File: src/rtl/int_seq_pkg.sv
// Shared types and constants for the interrupt sequencer: FSM state encoding,
// CCR width, default vector location and the order of the three stack pushes.
package int_seq_pkg;

  typedef enum logic [2:0] {
    S_IDLE    = 3'd0,
    S_FLUSH   = 3'd1,
    S_PUSH_HI = 3'd2,
    S_PUSH_LO = 3'd3,
    S_PUSH_FL = 3'd4,
    S_RD_HI   = 3'd5,
    S_RD_LO   = 3'd6,
    S_JUMP    = 3'd7
  } state_t;

  localparam int unsigned FLAG_WIDTH          = 3;
  localparam int unsigned VECTOR_ADDR_DEFAULT = 0;

  localparam logic [1:0] PUSH_SLOT_HI   = 2'd0;
  localparam logic [1:0] PUSH_SLOT_LO   = 2'd1;
  localparam logic [1:0] PUSH_SLOT_FL   = 2'd2;
  localparam logic [1:0] PUSH_SLOT_NONE = 2'd3;

  function automatic logic [1:0] push_slot(input state_t s);
    case (s)
      S_PUSH_HI: push_slot = PUSH_SLOT_HI;
      S_PUSH_LO: push_slot = PUSH_SLOT_LO;
      S_PUSH_FL: push_slot = PUSH_SLOT_FL;
      default:   push_slot = PUSH_SLOT_NONE;
    endcase
  endfunction

endpackage

File: src/rtl/int_edge_latch.sv
// Rising-edge capture of the interrupt request into a pending flag, with a
// sticky flag recording any edge that arrived while one was already pending.
module int_edge_latch (
  input  logic clk,
  input  logic reset,
  input  logic req_i,
  input  logic clear_i,
  output logic edge_o,
  output logic pending_o,
  output logic missed_o
);

  logic prev_q, prev_d;
  logic pending_q, pending_d;
  logic missed_q, missed_d;

  always_comb begin
    edge_o    = req_i & ~prev_q;
    prev_d    = req_i;
    // A new edge beats a clear issued in the same cycle.
    pending_d = edge_o | (pending_q & ~clear_i);
    missed_d  = missed_q | (edge_o & pending_q);
  end

  always_ff @(posedge clk or posedge reset) begin
    if (reset) begin
      prev_q    <= 1'b0;
      pending_q <= 1'b0;
      missed_q  <= 1'b0;
    end else begin
      prev_q    <= prev_d;
      pending_q <= pending_d;
      missed_q  <= missed_d;
    end
  end

  assign pending_o = pending_q;
  assign missed_o  = missed_q;

endmodule

File: src/rtl/interrupt_sequencer.sv
// Interrupt entry sequencer: waits for a safe pipeline point, flushes, pushes
// return PC and flags through the shared data port, then loads the ISR vector.
module interrupt_sequencer #(
  parameter int unsigned PC_WIDTH    = 32,
  parameter int unsigned DATA_WIDTH  = 16,
  parameter int unsigned FLAG_WIDTH  = int_seq_pkg::FLAG_WIDTH,
  parameter int unsigned VECTOR_ADDR = int_seq_pkg::VECTOR_ADDR_DEFAULT
) (
  input  logic                  clk,
  input  logic                  reset,
  input  logic                  interupt,
  input  logic                  pipe_stall,
  input  logic                  branch_busy,
  input  logic [PC_WIDTH-1:0]   ret_pc,
  input  logic [FLAG_WIDTH-1:0] flags_in,
  input  logic                  mem_gnt,
  input  logic [DATA_WIDTH-1:0] mem_rdata,
  output logic                  mem_req,
  output logic                  mem_we,
  output logic                  mem_use_sp,
  output logic [DATA_WIDTH-1:0] mem_addr,
  output logic [DATA_WIDTH-1:0] mem_wdata,
  output logic                  sp_dec,
  output logic                  flush,
  output logic                  freeze_fetch,
  output logic                  pc_load,
  output logic [PC_WIDTH-1:0]   pc_load_val,
  output logic                  busy,
  output logic                  int_missed
);

  import int_seq_pkg::*;

  state_t                state_q, state_d;
  logic [PC_WIDTH-1:0]   ret_q, ret_d;
  logic [FLAG_WIDTH-1:0] flags_q, flags_d;
  logic [DATA_WIDTH-1:0] vec_hi_q, vec_hi_d;
  logic [DATA_WIDTH-1:0] vec_lo_q, vec_lo_d;

  logic req_edge;
  logic pending;
  logic clear_pending;

  assign clear_pending = (state_q == S_FLUSH);

  int_edge_latch u_edge (
    .clk       (clk),
    .reset     (reset),
    .req_i     (interupt),
    .clear_i   (clear_pending),
    .edge_o    (req_edge),
    .pending_o (pending),
    .missed_o  (int_missed)
  );

  always_comb begin
    state_d  = state_q;
    ret_d    = ret_q;
    flags_d  = flags_q;
    vec_hi_d = vec_hi_q;
    vec_lo_d = vec_lo_q;

    unique case (state_q)
      // The edge itself counts as pending so FLUSH follows the capture cycle.
      S_IDLE: if ((pending | req_edge) & ~pipe_stall & ~branch_busy) state_d = S_FLUSH;
      S_FLUSH: begin
        ret_d   = ret_pc;
        flags_d = flags_in;
        state_d = S_PUSH_HI;
      end
      S_PUSH_HI: if (mem_gnt) state_d = S_PUSH_LO;
      S_PUSH_LO: if (mem_gnt) state_d = S_PUSH_FL;
      S_PUSH_FL: if (mem_gnt) state_d = S_RD_HI;
      S_RD_HI: if (mem_gnt) begin
        vec_hi_d = mem_rdata;
        state_d  = S_RD_LO;
      end
      S_RD_LO: if (mem_gnt) begin
        vec_lo_d = mem_rdata;
        state_d  = S_JUMP;
      end
      S_JUMP: state_d = S_IDLE;
      default: state_d = S_IDLE;
    endcase
  end

  always_comb begin
    mem_req      = 1'b0;
    mem_we       = 1'b0;
    mem_use_sp   = 1'b0;
    mem_addr     = '0;
    mem_wdata    = '0;
    sp_dec       = 1'b0;
    flush        = (state_q == S_FLUSH);
    freeze_fetch = (state_q != S_IDLE);
    busy         = (state_q != S_IDLE);
    pc_load      = 1'b0;
    pc_load_val  = '0;

    case (push_slot(state_q))
      PUSH_SLOT_HI: mem_wdata = ret_q[PC_WIDTH-1 -: DATA_WIDTH];
      PUSH_SLOT_LO: mem_wdata = ret_q[DATA_WIDTH-1:0];
      PUSH_SLOT_FL: mem_wdata = DATA_WIDTH'(flags_q);
      default:      mem_wdata = '0;
    endcase

    if (push_slot(state_q) != PUSH_SLOT_NONE) begin
      mem_req    = 1'b1;
      mem_we     = 1'b1;
      mem_use_sp = 1'b1;
      sp_dec     = mem_gnt;
    end

    if (state_q == S_RD_HI) begin
      mem_req  = 1'b1;
      mem_addr = DATA_WIDTH'(VECTOR_ADDR);
    end
    if (state_q == S_RD_LO) begin
      mem_req  = 1'b1;
      mem_addr = DATA_WIDTH'(VECTOR_ADDR + 1);
    end

    if (state_q == S_JUMP) begin
      pc_load     = 1'b1;
      pc_load_val = PC_WIDTH'({vec_hi_q, vec_lo_q});
    end
  end

  always_ff @(posedge clk or posedge reset) begin
    if (reset) begin
      state_q  <= S_IDLE;
      ret_q    <= '0;
      flags_q  <= '0;
      vec_hi_q <= '0;
      vec_lo_q <= '0;
    end else begin
      state_q  <= state_d;
      ret_q    <= ret_d;
      flags_q  <= flags_d;
      vec_hi_q <= vec_hi_d;
      vec_lo_q <= vec_lo_d;
    end
  end

endmodule

File: config.mk
export PLATFORM = sky130hd
export DESIGN_NAME = interrupt_sequencer
export DESIGN_NICKNAME = d
export VERILOG_FILES = /design/src/rtl/int_seq_pkg.sv /design/src/rtl/int_edge_latch.sv /design/src/rtl/interrupt_sequencer.sv
export SDC_FILE = /design/constraint.sdc
export NUM_CORES = 1
export LEC_CHECK = 0
export BUFFER_PORTS_ARGS = -buffer_cell sky130_fd_sc_hd__buf_2
export CAP_MARGIN = 20
export CORE_MARGIN = 4
export CORE_UTILIZATION = 53
export DETAILED_ROUTE_END_ITERATION = 8
export GPL_TIMING_DRIVEN = 1
export PLACE_DENSITY = 0.93
export REMOVE_ABC_BUFFERS = 1
export SLEW_MARGIN = 20
export SYNTH_ARGS = -nofsm -noshare
export SYNTH_HDL_FRONTEND = slang
export SYNTH_SLANG_ARGS = --single-unit
File: constraint.sdc
create_clock -name clk -period 2.7 [get_ports clk]
set_input_delay 0 -clock clk [delete_from_list [all_inputs] [get_ports clk]]
set_output_delay 0 -clock clk [all_outputs]
set_load 0.005 [all_outputs]
# Yosys cells after proc, flatten, opt, wreduce, memory -nomap -nowiden
# Cells that the tools add are included.
[word_totals]
input_bits = 57
word_cells = 58
output_inout_bits = 73
regBits = 73
[classes]
n_reduce_logical = 6
bitwise = 12
mux = 16
eq_ne = 16
[ops]
columns = ["operator", "n"]
rows = [
  ["$pmux W16 S3", 1],
  ["$mux W32", 1],
  ["$pmux W3 S8", 1],
  ["$mux W3", 6],
  ["$ne A2 B2 Y1 const B", 7],
  ["$eq A3 B3 Y1 const B", 4],
  ["$eq A3 B2 Y1 const B", 2],
  ["$mux W1", 6],
  ["$pmux W2 S3", 1],
  ["$reduce_and A6 Y1", 1],
  ["$and A1 B1 Y1", 5],
  ["$not A1 Y1", 4],
  ["$reduce_and A2 Y1", 2],
  ["$eq A3 B1 Y1 const B", 1],
  ["$logic_not A3 Y1", 1],
  ["$or A1 B1 Y1", 3],
  ["$reduce_bool A3 Y1", 1],
  ["$eq A2 B1 Y1 const B", 1],
  ["$eq A2 B2 Y1 const B", 1],
  ["$logic_not A2 Y1", 1],
]

# Depth between registers and ports, before layout
# Gate-level depths: netlist of run 1.
[logic_depth]
depth_word = 7
depth_mapped = 5
depth_no_buf = 4

# By module
# From an unflattened synthesis of run 1, not the netlist that was laid out.
[unflattened]
cells_unflattened = 277
hier_area_um2 = 3608.5
[modules_own_cells]
columns = ["mod", "area_each_um2", "cells_per_inst", "instances", "seq_area_each_um2"]
rows = [
  ["interrupt_sequencer", 3497.1, 269, 1, 1751.7],
  ["int_edge_latch", 111.4, 8, 1, 75.1],
]

# Worst setup path after synthesis of run 1
# No wires, ideal clock.
[synth_path]
kind = "register to register"
start = "register state_q[0]"
end = "register vec_lo_q[0]"
arrival_time_ns = 1.265
setup_ns = 0.125
synth_period_minus_slack_ns = 1.390
stages_incl_launch_ff = 6
required_time_ns = 2.575
n_path_buf = 2
path_slack_ns = 1.310
cell_sequence = "dfrtp_1 buf_6 and3b_2 nand2_4 buf_6 mux2_4"
[synth_between]
elab_chain_len = 2
[synth_lines]
columns = ["element", "line_no", "source"]
rows = [
  ["from (decl)", "interrupt_sequencer.sv:34", "state_t state_q, state_d;"],
  ["from (signal assigned)", "interrupt_sequencer.sv:137", "state_q <= state_d;"],
  ["$eq A3 B3 Y1", "interrupt_sequencer.sv:63", "unique case (state_q)"],
  ["$reduce_and A2 Y1 (no line)", "n/a", ""],
  ["to (signal assigned)", "interrupt_sequencer.sv:141", "vec_lo_q <= vec_lo_d;"],
  ["to (decl)", "interrupt_sequencer.sv:38", "logic [DATA_WIDTH-1:0] vec_lo_q, vec_lo_d;"],
]
# Every way passes these cells.
# A chain may end at the register's enable or synchronous reset.

# Worst setup path after layout of run 1
[layout_path]
start = "register state_q[0]"
end = "output pc_load_val[12]"
[layout_between]
elab_chain_len = 2
[layout_lines]
columns = ["element", "line_no", "source"]
rows = [
  ["$eq A3 B3 Y1", "interrupt_sequencer.sv:123", "if (state_q == S_JUMP) begin"],
  ["$mux W32", "interrupt_sequencer.sv:123", ""],
  ["to (decl)", "interrupt_sequencer.sv:27", "output logic [PC_WIDTH-1:0] pc_load_val,"],
]
# Every way passes these cells.

==> impl_metrics.csv, run 1 <==
group,metric,value,unit
layout,postLayoutCellArea,4790,µm²
hold_path,holdCritPathClass,"input pin to flop",
floorplanning,rows,29,
run,maxCapViolCount,0,
logic_synthesis,yosysUniqueCellTypes,28,
routing,post-route-drc-count,0,
cts,cts.htree.levels,3,
setup_path,crit_start,"state_q[0]",
routing,via_per_inst,5.01,
layout,mostFrequentLayoutCell,"buf_2",
timing,final_hold_viol_count,0,
setup_path,path_max_fanout,34,
placed_design,placed_cell_area,4000,µm²
grt,grt_overflow,0,
timing,fmax,442,MHz
timing,fin_crit_sh,83.7,%
placed_design,gp_congestion,0.826,
floorplanning,ios,130,
grt,grt_use_met3,5.62,%
setup_path,rr_endpoint,"ret_q[20]",
floorplanning,start_util,54.8,%
placed_design,portBuffers,114,
cts,cts.sinks,73,
grt,use_met2,40.2,%
logic_synthesis,syn_area,3480,µm²
logic_synthesis,yosys_warnings,0,
cts,cts_tree,"done",
layout,final_net_count,492,
setup_path,worstPathRequired,2.70,ns
layout,antenna_cells,0,
routing,ant_nets,0,
grt,antenna_found_initial,0,
cts,clk_latency,0.34,ns
timing,setup_tns,0,ns
grt,grt.total_usage,22.7,%
power,ir_worst_vdd,0.636,mV
grt,grt_use_met1,25.1,%
power,power_leakage,2.43,nW
cts,clkTransAtPathRegs,0.08,ns
setup_path,rrSetupSlack,0.70,ns
setup_path,cp-start-kind,"flop",
setup_path,worstSetupPathType,"flop to primary output",
placed_design,dp_hpwl,5.11,mm
routing,drt_pass1_iterations,5,
timing,finalCriticalPeriod,2.26,ns
logic_synthesis,synth_area_per_cell,12.8,µm²
timing,final-max-slew-violation-count,0,
setup_path,crit_path_end_kind,"primary output",
setup_path,crit_end,"pc_load_val[12]",
setup_path,crit_arrival,2.26,ns
routing,routed_wl,8.43,mm
setup_path,reg2regPathDepth,4,
timing,fin_hold_ws,0.0174,ns
timing,worst_slew_pin_slew,0.934,ns
grt,busiest_layer,"met2",
floorplanning,die_w,89.1,µm
layout,utilization,75.5,%
layout,final-seq-area,1830,µm²
grt,grt_max_degree,48,
timing,worst_clock_skew,0.0114,ns
floorplanning,core_area,6350,µm²
layout,fillers,393,
routing,wl_per_cell,16.3,µm
floorplanning,die_y,89.1,µm
layout,drive_above_1_share,46.6,%
timing,maxSlewHeadroom,37.7,%
grt,grt_pass1_wl,13.6,mm
power,power_density,1020,nW/µm²
timing,setup_viol,0,
cts,clk_path_buf_depth,2,
power,totalPowerFinal,4.87,mW
layout,area_growth,37.7,%
logic_synthesis,synth_cells,271,
cts,numCtsBuffers,9,
logic_synthesis,synth-seq-cells,73,
floorplanning,dieArea,7930,µm²
layout,layout.cells.most_common_list,"114 x buf_2, 73 x dfrtp_1, 58 x mux2_2",
cts,root_buffer,"clkbuf_8",
grt,grt_pass1_vias,2826,
status,status,"complete, no violations",
hold_path,min_from,"mem_gnt",
layout,multiInputGateArea,1470,µm²
routing,dr_total_vias,2592,
logic_synthesis,ys_seq_area_share,52.5,%
timing,rsz0062_at_grt,"no",
routing,drtIter0Drc,82,
setup_path,reg2reg_from,"state_q[2]",
## critical path, stage by stage (launching register included)
cell and delay [ns]:
dfrtp_1 0.66, and3_1 0.86, and2_1 0.26, buf_2 0.12
## area by class of cell
cell class / count / share of cell area (%)
clock buffers: 11 / 2.95
clock inverters: 5 / 2.14
inverters: 2 / 0.183
multi-input cells: 177 / 30.7
flip-flops and latches: 73 / 38.1
well taps: 77 / 2.01
repair buffers: 172 / 23.9
## through the flow
stage                     std cells  setup slack, ns
after floorplan                 252            0.688
after global placement          446            0.816
after detailed placement        446            0.716
after CTS                       517            0.433
after global routing            517            0.270
final                           517            0.439
## worst min-delay path by stage
stage / to / slack [ns] / cells after the start
floorplan: u_edge.prev_q / 0.03 / 0
global placement: u_edge.prev_q / 0.13 / 1
detailed placement: u_edge.prev_q / 0.13 / 1
CTS: state_q[2] / 0.0003 / 3
global route: state_q[2] / 0.02 / 3
finish: state_q[2] / 0.02 / 3
## cell usage after synthesis, drive strengths merged
| library cell | count | share of area (%) |
|---|---|---|
| and3 | 1 | 0.18 |
| conb | 1 | 0.11 |
| nor4 | 1 | 0.18 |
| nor2b | 3 | 0.54 |
| mux2 | 68 | 23 |
| inv | 2 | 0.22 |
| nand4b | 1 | 0.43 |
| a21o | 3 | 0.65 |
| or3 | 1 | 0.18 |
| mux2i | 13 | 3.7 |
| o21ai | 3 | 0.43 |
| nor2 | 18 | 1.9 |
| o21a | 1 | 0.22 |
| nand2b | 3 | 0.54 |
| clkbuf | 5 | 0.54 |
| a21oi | 1 | 0.14 |
| dfrtp | 73 | 52 |
| and2 | 33 | 5.9 |
| buf | 28 | 6.0 |
| nand2 | 4 | 0.65 |
| and3b | 1 | 0.29 |
| a22oi | 4 | 0.86 |
| o2bb2ai | 3 | 0.75 |
## state kept, by name (all words and copies together), names as in the netlist
signal,count
vec_lo_q,16
u_edge.prev_q,1
vec_hi_q,16
u_edge.missed_o,1
ret_q,32
u_edge.pending_o,1
flags_q,3
state_q,3
## metal layers
metal | vias to the layer above | wire (µm)
met5 | - | 0
li1 | 1216 | -
met1 | 1250 | 3250
met4 | 0 | 210
met3 | 20 | 596
met2 | 106 | 4370
## kinds of logic after synthesis
| kind of cell | after synthesis | share of synthesized area, % |
|---|---|---|
| AND/OR/NAND/NOR | 66 | 10.9 |
| AO/OA/AOI/OAI | 15 | 3.05 |
| other | 1 | 0.108 |
| flip-flops | 73 | 52.5 |
| multiplexers | 81 | 26.8 |
| buffers and inverters | 35 | 6.72 |
## what timing repair did
item                      4_1_cts  5_1_grt
hold endpoints to repair      114        0
hold buffers                   55        0
gates resized for setup         0        0
buffers inserted                0        0
## power by group
group	total [mW]	leakage, nW	switching [mW]	internal (mW)
Clock	1.05	0.120	0.407	0.638
Combinational	1.84	1.44	0.774	1.07
Sequential	1.98	0.872	0.349	1.64
Note: power is estimated with default switching activity, not from simulation.
==> run 2, diff against run 1 <==
CORE_UTILIZATION = 49   (was 53)
PLACE_DENSITY = 0.88   (was 0.93)
clock period = 2.4 ns   (was 2.7 ns; I/O delays follow)
==> impl_metrics.csv, run 2 (synthesis results as in run 1) <==
group,metric,value,unit
routing,drtIter0Drc,100,
layout,layout.cells.most_common_list,"114 x buf_2, 73 x dfrtp_1, 58 x mux2_2",
cts,clkTransAtPathRegs,0.08,ns
power,totalPowerFinal,5.16,mW
floorplanning,core_area,6830,µm²
layout,multiInputGateArea,1470,µm²
setup_path,rrSetupSlack,0.62,ns
layout,final-seq-area,1830,µm²
setup_path,worstSetupPathType,"flop to primary output",
status,status,"complete, no violations",
timing,fmax,558,MHz
setup_path,crit_path_end_kind,"primary output",
cts,cts.htree.levels,3,
placed_design,portBuffers,114,
power,pwr-share-seq,42.6,%
grt,grt_overflow,0,
timing,setup_viol,0,
power,switching_share,31.7,%
floorplanning,rows,30,
power,power_density,1080,nW/µm²
power,ir_worst_vdd,0.602,mV
layout,fillers,515,
timing,final-max-slew-violation-count,0,
placed_design,gp_congestion,0.732,
routing,wl_per_cell,14.6,µm
timing,maxSlewHeadroom,57.8,%
cts,clk_latency,0.33,ns
floorplanning,start_util,51.0,%
layout,utilization,70.1,%
cts,post_cts_buffers,0,
floorplanning,dieArea,8520,µm²
routing,routed_wl,7.89,mm
floorplanning,die_w,92.3,µm
timing,fin_hold_ws,0.0179,ns
layout,mostFrequentLayoutCell,"buf_2",
power,comb_power_share,40.0,%
cts,cts.sinks,73,
run,maxCapViolCount,0,
power,power_leakage,2.43,nW
cts,cts_tree,"done",
power,p_sw,1.63,mW
floorplanning,ios,130,
cts,root_buffer,"clkbuf_8",
cts,numCtsBuffers,9,
setup_path,crit_chain,"nor2_1 -> nand2_1 -> inv_2 -> buf_4 -> buf_2",
grt,grt_pass1_wl,13.0,mm
layout,reg_top3,"ret_q: 32 flops, vec_hi_q: 16 flops, vec_lo_q: 16 flops",
routing,post-route-drc-count,0,
placed_design,dp_hpwl,5.18,mm
timing,setup_ws,0.609,ns
routing,via_per_inst,4.73,
hold_path,hold_depth,3,
setup_path,reg2regPathDepth,5,
routing,dr_total_vias,2551,
layout,antenna_cells,0,
timing,rsz0062_at_grt,"no",
layout,largest-register,"ret_q",
layout,final_net_count,495,
cts,post_cts_resized,0,
setup_path,critPathMaxStageDelay,0.51,ns
timing,fin_crit_sh,74.6,%
timing,worst_clock_skew,0.00830,ns
setup_path,path_max_fanout,36,
timing,worst_slew_pin_slew,0.630,ns
setup_path,crit_arrival,1.79,ns
placed_design,preCtsSetupSlack,0.631,ns
cts,clk_path_buf_depth,2,
layout,largest_reg_flops,32,
grt,grt_pass1_vias,2728,
setup_path,cp-start-kind,"flop",
timing,final_hold_viol_count,0,
layout,area_growth,37.4,%
floorplanning,die_y,92.3,µm
power,clkPwrFrac,17.3,%
setup_path,worstPathRequired,2.40,ns
timing,finalCriticalPeriod,1.79,ns
power,p_int,3.52,mW
timing,setup_tns,0,ns
grt,antenna_found_initial,0,
setup_path,cpMaxStageDelayCell,"dfrtp_1",
routing,ant_nets,0,
routing,drt_pass1_iterations,4,
hold_path,holdCritPathClass,"input pin to flop",
grt,grt.total_usage,19.5,%
layout,drive_above_1_share,47.2,%
grt,grt_max_degree,37,
-- run 2: cell count changes in the layout (fill, tap and decap cells not counted), sizes merged --
cell / before / now
inv: 1 / 2
clkinv: 2 / 3
buf: 117 / 120
bufinv: 3 / 0
clkbuf: 11 / 12
-- run 2: worst paths after layout --
kind                                       from              end
worst max register to register       state_q[2]         ret_q[3]
min in group asynchronous                 reset      vec_lo_q[9]
worst min-delay path                    mem_gnt       state_q[2]
worst max-delay path                 state_q[2]            flush
worst min register to register  u_edge.missed_o  u_edge.missed_o
max in group asynchronous                 reset       flags_q[2]
-- run 2: through the flow --
stage               instance area (µm²)  std cells
global placement                   4040        468
detailed placement                 4040        468
finish                             4790        539
floorplan                          3310        252
global route                       4790        539
CTS                                4790        539
-- run 2: final cells by class --
type,instances,share of cell area [%]
clock buffer,12,3.45
clock inverter,4,0.549
inverter,2,0.157
multi-input combinational,177,30.8
sequential,73,38.2
tap,96,2.51
timing repair buffer,175,24.4
-- run 2: worst max-delay path: cells and delay by family (launching register included) --
family	cells	cell delay, ns
buffers and inverters	3	0.65
DFF	1	0.51
and+or+nand+nor	2	0.29
-- run 2: routing by layer --
metal,GRT usage [%],share of wire [%],vias up
met5,0,0,-
met4,8.29,2.1,0
met3,3.41,5.2,14
met2,34.9,53,81
met1,22.8,40,1234
li1,-,-,1222
-- run 2: power by group through the flow --
stage          combinational [mW]  clock, mW  sequential [mW]
4_1_cts                      2.09      0.923             2.19
5_1_grt                      2.29      0.971             2.28
6_report                     2.06      0.894             2.20
2_1_floorplan                1.35          0             2.14
3_5_place_dp                 2.01          0             2.21
3_3_place_gp                 1.95          0             2.17
-- run 2: what timing repair did --
action	4_1_cts	5_1_grt
endpoints found under the setup margin	0	0
hold buffers	55	0
hold endpoints to repair	93	0
==> run 3, diff against run 2 <==
clock period = 1.9 ns   (was 2.4 ns; I/O delays follow)
==> impl_metrics.csv, run 3 (synthesis results as in run 1) <==
group,metric,value,unit
status,status,"complete, no violations",
power,power_leakage,2.42,nW
routing,post-route-drc-count,0,
timing,finalCriticalPeriod,1.72,ns
run,maxCapViolCount,0,
grt,antenna_found_initial,0,
timing,maxSlewHeadroom,62.4,%
setup_path,cpMaxStageDelayCell,"dfrtp_1",
layout,layout.cells.most_common_list,"114 x buf_2, 71 x dfrtp_1, 58 x mux2_2",
routing,dr_total_vias,2583,
cts,clk_path_buf_depth,2,
setup_path,crit_chain,"and3_1 -> buf_4 -> and2_1 -> buf_2",
grt,grt_overflow,0,
hold_path,holdCritPathClass,"input pin to flop",
setup_path,critPathMaxStageDelay,0.58,ns
cts,numCtsBuffers,9,
layout,area_growth,37.5,%
setup_path,crit_path_end_kind,"primary output",
routing,routed_wl,8.15,mm
setup_path,reg2reg_from,"state_q[0]",
grt,use_met2,34.9,%
timing,final_hold_viol_count,0,
layout,largest_reg_flops,32,
cts,root_buffer,"clkbuf_8",
placed_design,portBuffers,114,
grt,busiest_layer,"met2",
layout,largest-register,"ret_q",
layout,mostFrequentLayoutCell,"buf_2",
cts,cts.sinks,73,
floorplanning,core_area,6830,µm²
floorplanning,ios,130,
grt,grt_pass1_wl,13.2,mm
grt,grt.total_usage,19.6,%
hold_path,min_from,"mem_gnt",
timing,worst_slew_pin_slew,0.562,ns
routing,via_per_inst,4.78,
grt,grt_max_degree,39,
cts,clkTransAtPathRegs,0.07,ns
grt,grt_use_met1,23.2,%
layout,final_net_count,496,
floorplanning,start_util,51.0,%
cts,cts.htree.levels,3,
power,power_density,1360,nW/µm²
setup_path,worstPathRequired,1.90,ns
setup_path,worstSetupPathType,"flop to primary output",
routing,drt_pass1_iterations,4,
placed_design,gp_congestion,0.768,
grt,grt_use_met3,3.49,%
floorplanning,die_y,92.3,µm
timing,fin_crit_sh,90.8,%
timing,final-max-slew-violation-count,0,
setup_path,crit_start,"state_q[0]",
floorplanning,dieArea,8520,µm²
setup_path,crit_arrival,1.72,ns
timing,rsz0062_at_grt,"no",
power,totalPowerFinal,6.52,mW
grt,grt_pass1_vias,2627,
timing,fin_hold_ws,0.0481,ns
layout,antenna_cells,0,
setup_path,path_max_fanout,34,
cts,clk_latency,0.33,ns
power,ir_worst_vdd,0.658,mV
timing,worst_clock_skew,0.00861,ns
placed_design,dp_hpwl,5.27,mm
layout,fillers,489,
timing,setup_viol,0,
floorplanning,rows,30,
routing,drtIter0Drc,86,
routing,ant_nets,0,
routing,wl_per_cell,15.1,µm
setup_path,cp-start-kind,"flop",
layout,reg_top3,"ret_q: 32 flops, vec_hi_q: 16 flops, vec_lo_q: 16 flops",
floorplanning,die_w,92.3,µm
cts,cts_tree,"done",
layout,drive_above_1_share,47.5,%
timing,fmax,580,MHz
## run 3: cell types whose count changed in the layout (fill, tap and decap cells not counted), sizes merged
| cell | previous run | this run |
|---|---|---|
| clkbuf | 12 | 11 |
| buf | 120 | 121 |
| clkinv | 3 | 4 |
## run 3: stage by stage
step / util (%) / TNS (ns) / instance area, µm² / instances / setup WS [ns]
final: 70.1 / 0 / 4790 / 540 / 0.175
after global routing: 70.1 / 0 / 4790 / 540 / 0.0243
after floorplan: - / -3.93 / 3310 / 252 / -0.112
after CTS: 70.1 / 0 / 4790 / 540 / 0.173
after global placement: 59.5 / 0 / 4060 / 469 / 0.274
after detailed placement: 59.5 / 0 / 4060 / 469 / 0.194
## run 3: area by class of cell
cell class	instances	area (µm²)	share of cell area (%)
sequential	73	1830	38.2
clock inverter	5	31.3	0.653
inverter	2	7.51	0.157
timing repair buffer	176	1190	24.8
multi-input combinational	177	1470	30.8
tap	96	120	2.51
clock buffer	11	141	2.95
## run 3: metal layers
layer  up-vias  share of wire, %
met3        17               4.9
met2        86                53
met5         -                 0
met1      1243                40
li1       1237                 -
met4         0               2.0
## run 3: what timing repair did
action | in CTS | in global routing
setup buffers | 0 | 0
hold buffers | 55 | 0
gates resized for setup | 0 | 2
setup endpoints to repair | 0 | 1
endpoints found under the hold margin | 142 | 0
## run 3: critical path, delay by kind of cell, from the launching register on
kind	cells	cell delay [ns]
buffers and inverters	2	0.40
DFF	1	0.58
and+or+nand+nor	2	0.42
## run 3: where the power goes
part           internal [mW]  switching [mW]
clock network          0.505           0.543
registers               2.33           0.470
logic                   1.58            1.10
total                   4.41            2.11
## run 3: worst paths after layout
check | end | slack (ns) | cells past startpoint
max | pc_load_val[26] | 0.18 | 4
min | state_q[2] | 0.05 | 3
max reg2reg | vec_hi_q[10] | 0.21 | 2
min reg2reg | u_edge.missed_o | 0.45 | 1
max in group asynchronous | state_q[2] | 1.14 | 4
min in group asynchronous | vec_hi_q[11] | 0.07 | 3
